==> src/rtl/cpu_core.sv <==
// Minimal 8-bit accumulator CPU: multi-cycle fetch/decode/execute over a
// synchronous memory port with one-cycle read latency.
module cpu_core (
    input  logic       clock,
    input  logic       reset,
    input  logic [7:0] from_memory,
    output logic [7:0] address,
    output logic [7:0] to_memory,
    output logic       write,
    output logic [7:0] pc_out,
    output logic [7:0] a_out,
    output logic [3:0] ccr_out
);

    typedef enum logic [3:0] {
        S0, S1, S2, S3, S4, S5, S6, S7, S8
    } state_t;

    localparam logic [7:0] OP_LDA_IMM = 8'h86;
    localparam logic [7:0] OP_LDA_DIR = 8'h87;
    localparam logic [7:0] OP_LDB_IMM = 8'h88;
    localparam logic [7:0] OP_LDB_DIR = 8'h89;
    localparam logic [7:0] OP_STA_DIR = 8'h96;
    localparam logic [7:0] OP_STB_DIR = 8'h97;
    localparam logic [7:0] OP_ADD_AB  = 8'h42;
    localparam logic [7:0] OP_SUB_AB  = 8'h43;
    localparam logic [7:0] OP_BRA     = 8'h20;
    localparam logic [7:0] OP_BEQ     = 8'h23;

    state_t     r_state;
    logic [7:0] r_pc, r_ir, r_mar, r_a, r_b, r_to_memory;
    logic [3:0] r_ccr;
    logic       r_write;

    logic [8:0] w_sum, w_diff;
    logic       w_add_v, w_sub_v;

    // Bit 8 of the 9-bit difference is the unsigned borrow.
    assign w_sum   = {1'b0, r_a} + {1'b0, r_b};
    assign w_diff  = {1'b0, r_a} - {1'b0, r_b};
    assign w_add_v = (r_a[7] == r_b[7]) && (w_sum[7]  != r_a[7]);
    assign w_sub_v = (r_a[7] != r_b[7]) && (w_diff[7] != r_a[7]);

    always_ff @(posedge clock or negedge reset) begin
        if (!reset) begin
            r_state     <= S0;
            r_pc        <= 8'h00;
            r_ir        <= 8'h00;
            r_mar       <= 8'h00;
            r_a         <= 8'h00;
            r_b         <= 8'h00;
            r_ccr       <= 4'b0000;
            r_write     <= 1'b0;
            r_to_memory <= 8'h00;
        end else begin
            r_write     <= 1'b0;
            r_to_memory <= 8'h00;
            case (r_state)
                S0: begin r_mar <= r_pc;          r_state <= S1; end
                S1: begin r_pc  <= r_pc + 8'd1;   r_state <= S2; end
                S2: begin r_ir  <= from_memory;   r_state <= S3; end
                S3: begin
                    case (r_ir)
                        OP_LDA_IMM, OP_LDB_IMM, OP_LDA_DIR, OP_LDB_DIR,
                        OP_STA_DIR, OP_STB_DIR, OP_ADD_AB, OP_SUB_AB,
                        OP_BRA, OP_BEQ: r_state <= S4;
                        default:        r_state <= S0;
                    endcase
                end
                S4: begin
                    r_state <= S0;
                    case (r_ir)
                        OP_ADD_AB: begin
                            r_a   <= w_sum[7:0];
                            r_ccr <= {w_sum[7], (w_sum[7:0] == 8'h00), w_add_v, w_sum[8]};
                        end
                        OP_SUB_AB: begin
                            r_a   <= w_diff[7:0];
                            r_ccr <= {w_diff[7], (w_diff[7:0] == 8'h00), w_sub_v, w_diff[8]};
                        end
                        OP_BEQ: begin
                            if (r_ccr[2]) begin
                                r_mar   <= r_pc;
                                r_state <= S5;
                            end else begin
                                r_pc <= r_pc + 8'd1;
                            end
                        end
                        default: begin
                            r_mar   <= r_pc;
                            r_state <= S5;
                        end
                    endcase
                end
                S5: begin
                    // Branches only wait here for the operand read.
                    if (r_ir != OP_BRA && r_ir != OP_BEQ)
                        r_pc <= r_pc + 8'd1;
                    r_state <= S6;
                end
                S6: begin
                    r_state <= S0;
                    case (r_ir)
                        OP_LDA_IMM: begin
                            r_a   <= from_memory;
                            r_ccr <= {from_memory[7], (from_memory == 8'h00), r_ccr[1:0]};
                        end
                        OP_LDB_IMM: begin
                            r_b   <= from_memory;
                            r_ccr <= {from_memory[7], (from_memory == 8'h00), r_ccr[1:0]};
                        end
                        OP_LDA_DIR, OP_LDB_DIR: begin
                            r_mar   <= from_memory;
                            r_state <= S7;
                        end
                        OP_STA_DIR, OP_STB_DIR: begin
                            r_mar       <= from_memory;
                            r_write     <= 1'b1;
                            r_to_memory <= (r_ir == OP_STA_DIR) ? r_a : r_b;
                            r_state     <= S7;
                        end
                        default: r_pc <= from_memory;
                    endcase
                end
                S7: begin
                    if (r_ir == OP_LDA_DIR || r_ir == OP_LDB_DIR)
                        r_state <= S8;
                    else
                        r_state <= S0;
                end
                S8: begin
                    if (r_ir == OP_LDA_DIR)
                        r_a <= from_memory;
                    else
                        r_b <= from_memory;
                    r_ccr   <= {from_memory[7], (from_memory == 8'h00), r_ccr[1:0]};
                    r_state <= S0;
                end
                default: r_state <= S0;
            endcase
        end
    end

    assign address   = r_mar;
    assign to_memory = r_to_memory;
    assign write     = r_write;
    assign pc_out    = r_pc;
    assign a_out     = r_a;
    assign ccr_out   = r_ccr;

endmodule

==> config.mk <==
export PLATFORM = sky130hd
export DESIGN_NAME = cpu_core
export DESIGN_NICKNAME = d
export VERILOG_FILES = /design/src/rtl/cpu_core.sv
export SDC_FILE = /design/constraint.sdc
export NUM_CORES = 1
export LEC_CHECK = 0
export ABC_AREA = 1
export CORE_UTILIZATION = 38
export DETAILED_ROUTE_END_ITERATION = 12
export PLACE_DENSITY = 0.61
export SETUP_SLACK_MARGIN = 0.2
export SLEW_MARGIN = 10
export SYNTH_ARGS = -nofsm -noshare
export SYNTH_HDL_FRONTEND = slang
export SYNTH_SLANG_ARGS = --single-unit
==> constraint.sdc <==
create_clock -name clock -period 2.3 [get_ports clock]
set_input_delay 0.345 -clock clock [delete_from_list [all_inputs] [get_ports clock]]
set_output_delay 0.345 -clock clock [all_outputs]
set_load 0.02 [all_outputs]
==> impl_results.md <==
- Count of cell types in the netlist: 38
- Seq/Total Area, Yosys: between 30% and 40%
- Final Wtd Congestion: ~0.94
- Worst-skew pair later-pin latency: around 0.35 ns
- Fmax: about 500 MHz
- Synth Flop Type: dfrtp_1
- Synth-to-Final Area Change: 21.3%
- Max-slew headroom: 50.3%
- Die Area: between 0.01 and 0.015 sq mm
- Synth Warn #: 0
- CP max stage delay: ~0.41 ns
- Drt first pass iters: 4
- Gr ovfl total: 0
- Max Cap Viol: 0
- Crit share post-route: 85.6%
- P_leak: 0.00222 uW
- Hold_ws: approximately 0.11 ns
- Setup Slack @ Placement: approximately 0.26 ns
- Critical path required time: approximately 2.5 ns
- Placed cell area: 0.00435 sq mm
- P_int: between 2000 and 3000 uW
- Critical path arrival: 2.19 ns
- Post-synth EDFFs: 0
- Combinational cell fraction of total power: 54.4%
- Post-synthesis async set-or-reset flop share: between 90% and 100%
- H-tree Lvls: 3
- Pwr dens: approximately 1200 mW/mm^2
- Layout cell share with drive strength beyond 1: between 10% and 20%
- Post-Syn Area: 0.00376 sq mm
- Antenna violations before repair: 0
- Top delay family on crit path: adder cells
- CP Buf/Inv Count: 0
- Initial DRC count: around 130
- Core ar.: about 0.0094 sq mm
- Slowest cell on crit path: dfrtp_1
- Main area contributors after synthesis: dfrtp_1 (38%), nand2_1 (16%), inv_1 (6.2%)
- Largest net degree at the start of global routing: a little under 60
- Clk_skew: around 0.011 ns
- Via count: about 3.5k
- Final HPWL DP: between 7 and 8 mm
- Status: complete, no violations
- Crit-path max FO: 4
- Post-DRT Antenna Nets: 0
- Hold Path Class: input pin to async pin
- Final worst slack: 0.331 ns
- # IOs: 47
- Wire per inst: 14.4 um
- Total negative slack: 0 ns
- Routed WL: ~10 mm
- Startpoint types: flop
- First-pass GRT wire length: around 17 mm
- Crit path top cell by count: nand2_1
- Clk pwr share: between 15 and 20%
- Worst-Margin Slew: ~0.75 ns
- Initial core utilization: 39.9%
- Vias per inst: 5.01
- DRC violations left: 0
- Post-route cell area: ~0.0046 sq mm
- Setup CP Type: flop to flop
- Root buf cell: clkbuf_8
- Switching power: 2600 uW
- Sw Share: between 40% and 50%
- Post-Syn Nets: ~550
- Area leader, netlist: dfrtp_1
- Final Setup Violations: 0
- CTS Buffer Depth: 2
- Yosys reg bits: 57
- Vias in the first global route: about 3.4k
- Die Wd: 101 um
- FP Rows: 35
- Die height: just over 100 um
- All-layer global routing usage: a little over a fifth
- Clk slew on worst S/H paths: around 0.070 ns
- CTS tree: done
- Crit end category: flop
- Post-synth top area share: between 30% and 40%
- Total CTS buffers: 9
- RSZ-0062 raised after global routing: yes
- IO buf count: between 40 and 50
- Fin cells: 706
- Peak VDD IR: approximately 0.5 mV
- Ant. Diodes: 0
- Gate Count Post-Synth: around 520
- Max Slew Vio Count: 0
- Register share of total power: between 20% and 30%
- Mean post-synth cell area: 7.25 sq um
- Dpl cells: 690
- Hold Violations, Final: 0
- Tmin final: 1.97 ns
- Cell chain of the critical path: ha_1 > fa_2 > nand2_1 > nand2_1 > nand3_1 > nand2_1 > nand2_1 > nand2_1 > o211ai_1 > a21oi_1
- Clock Sinks: 57
- Final nets: roughly 600
-- repair_timing --
item                                    in CTS  in global routing
endpoints found under the hold margin        0                  0
endpoints found under the setup margin       0                  7
setup buffers                                0                  0
gates resized for setup                      0                 13
hold buffers                                 0                  0
-- power groups by stage --
stage          Sequential, uW  Combinational (uW)  Clock [uW]
2_1_floorplan            1790                1910           0
3_3_place_gp             1620                2910           0
3_5_place_dp             1630                2930           0
4_1_cts                  1620                2940         888
5_1_grt                  1680                3350         941
6_report                 1620                2960         870
-- per-stage QoR --
stage	total power, uW	utilization (%)
final	5450	48.4
after global routing	5970	48.4
after CTS	5450	48.1
after detailed placement	4560	46.2
after global placement	4530	46.2
after floorplan	3700	-
-- cells in the mapped netlist, drive strengths merged (2+ instances only) --
library cell / instances
nand2: 163
inv: 66
dfrtp: 57
o21ai: 56
nor2: 54
nand3: 36
a21oi: 23
ha: 17
buf: 10
o211ai: 7
nand3b: 4
nand4: 4
nor3: 4
fa: 2
nor4: 2
o2111ai: 2
o22ai: 2
o31ai: 2
xor2: 2
-- per-layer routing --
layer | part of all wire, % | global-route usage, %
met5 | 0 | 0
met3 | 5.0 | 3.93
met4 | 1.4 | 6.80
met2 | 45 | 33.8
met1 | 49 | 30.8
-- cells by family after synthesis --
family                   Yosys count  share of synthesized area [%]
adder cells (fa/ha/maj)           19                           6.72
AND/OR/NAND/NOR                  267                           30.5
flip-flops                        57                           37.9
XOR/XNOR                           2                          0.466
AO/OA/AOI/OAI                     96                           15.6
buffers and inverters             78                           8.75
-- flip-flops by register name, summed over array words and instances (netlist names), 4 cells and up --
signal     flops
a_out          8
address        8
ccr_out        4
pc_out         8
r_b            8
r_ir           8
r_state        4
to_memory      8
-- worst register-to-register path, stage by stage, from the launching register on --
cell	delay (ns)
dfrtp_1	0.41
ha_1	0.25
fa_2	0.37
nand2_1	0.09
nand2_1	0.08
nand3_1	0.11
nand2_1	0.08
nand2_1	0.07
nand2_1	0.07
o211ai_1	0.22
a21oi_1	0.10
-- layout by cell type, fill, tap and decap left out, types with 2 or more instances in the layout --
master / instances
o21ai_0: 45
dfrtp_1: 56
nor2_1: 46
buf_4: 7
nand3_2: 2
o31ai_4: 2
clkinv_2: 2
o211ai_1: 7
o21ai_2: 10
nand2_2: 3
ha_1: 11
clkdlybuf4s50_1: 45
nand3_1: 33
nand3b_1: 4
clkbuf_8: 10
o2111ai_1: 2
nand4_1: 4
xor2_1: 2
ha_2: 6
inv_2: 6
nor2_2: 7
clkinvlp_4: 2
nor4_1: 2
nor3_1: 3
o22ai_1: 2
inv_1: 60
nand2_1: 159
fa_2: 2
a21oi_1: 22
-- worst paths after layout --
check	startpoint	endpoint	slack, ns	depth (start not counted)
min reg2reg	address[7]	address[7]	0.48	2
max in group asynchronous	reset	r_b[1]	1.61	2
max reg2reg	a_out[0]	a_out[6]	0.33	10
min	reset	ccr_out[0]	0.11	2
max	a_out[0]	a_out[6]	0.33	10
min in group clock	address[7]	address[7]	0.48	2
-- area by class of cell --
type	count	area [sq um]
clock buffers	10	138
clock inverters	6	42.5
fillers	964	4850
inverters	67	251
multi-input cells	384	2030
flip-flops and latches	57	1430
well taps	129	161
repair buffers	53	508
(Power assumes the default switching activity.)
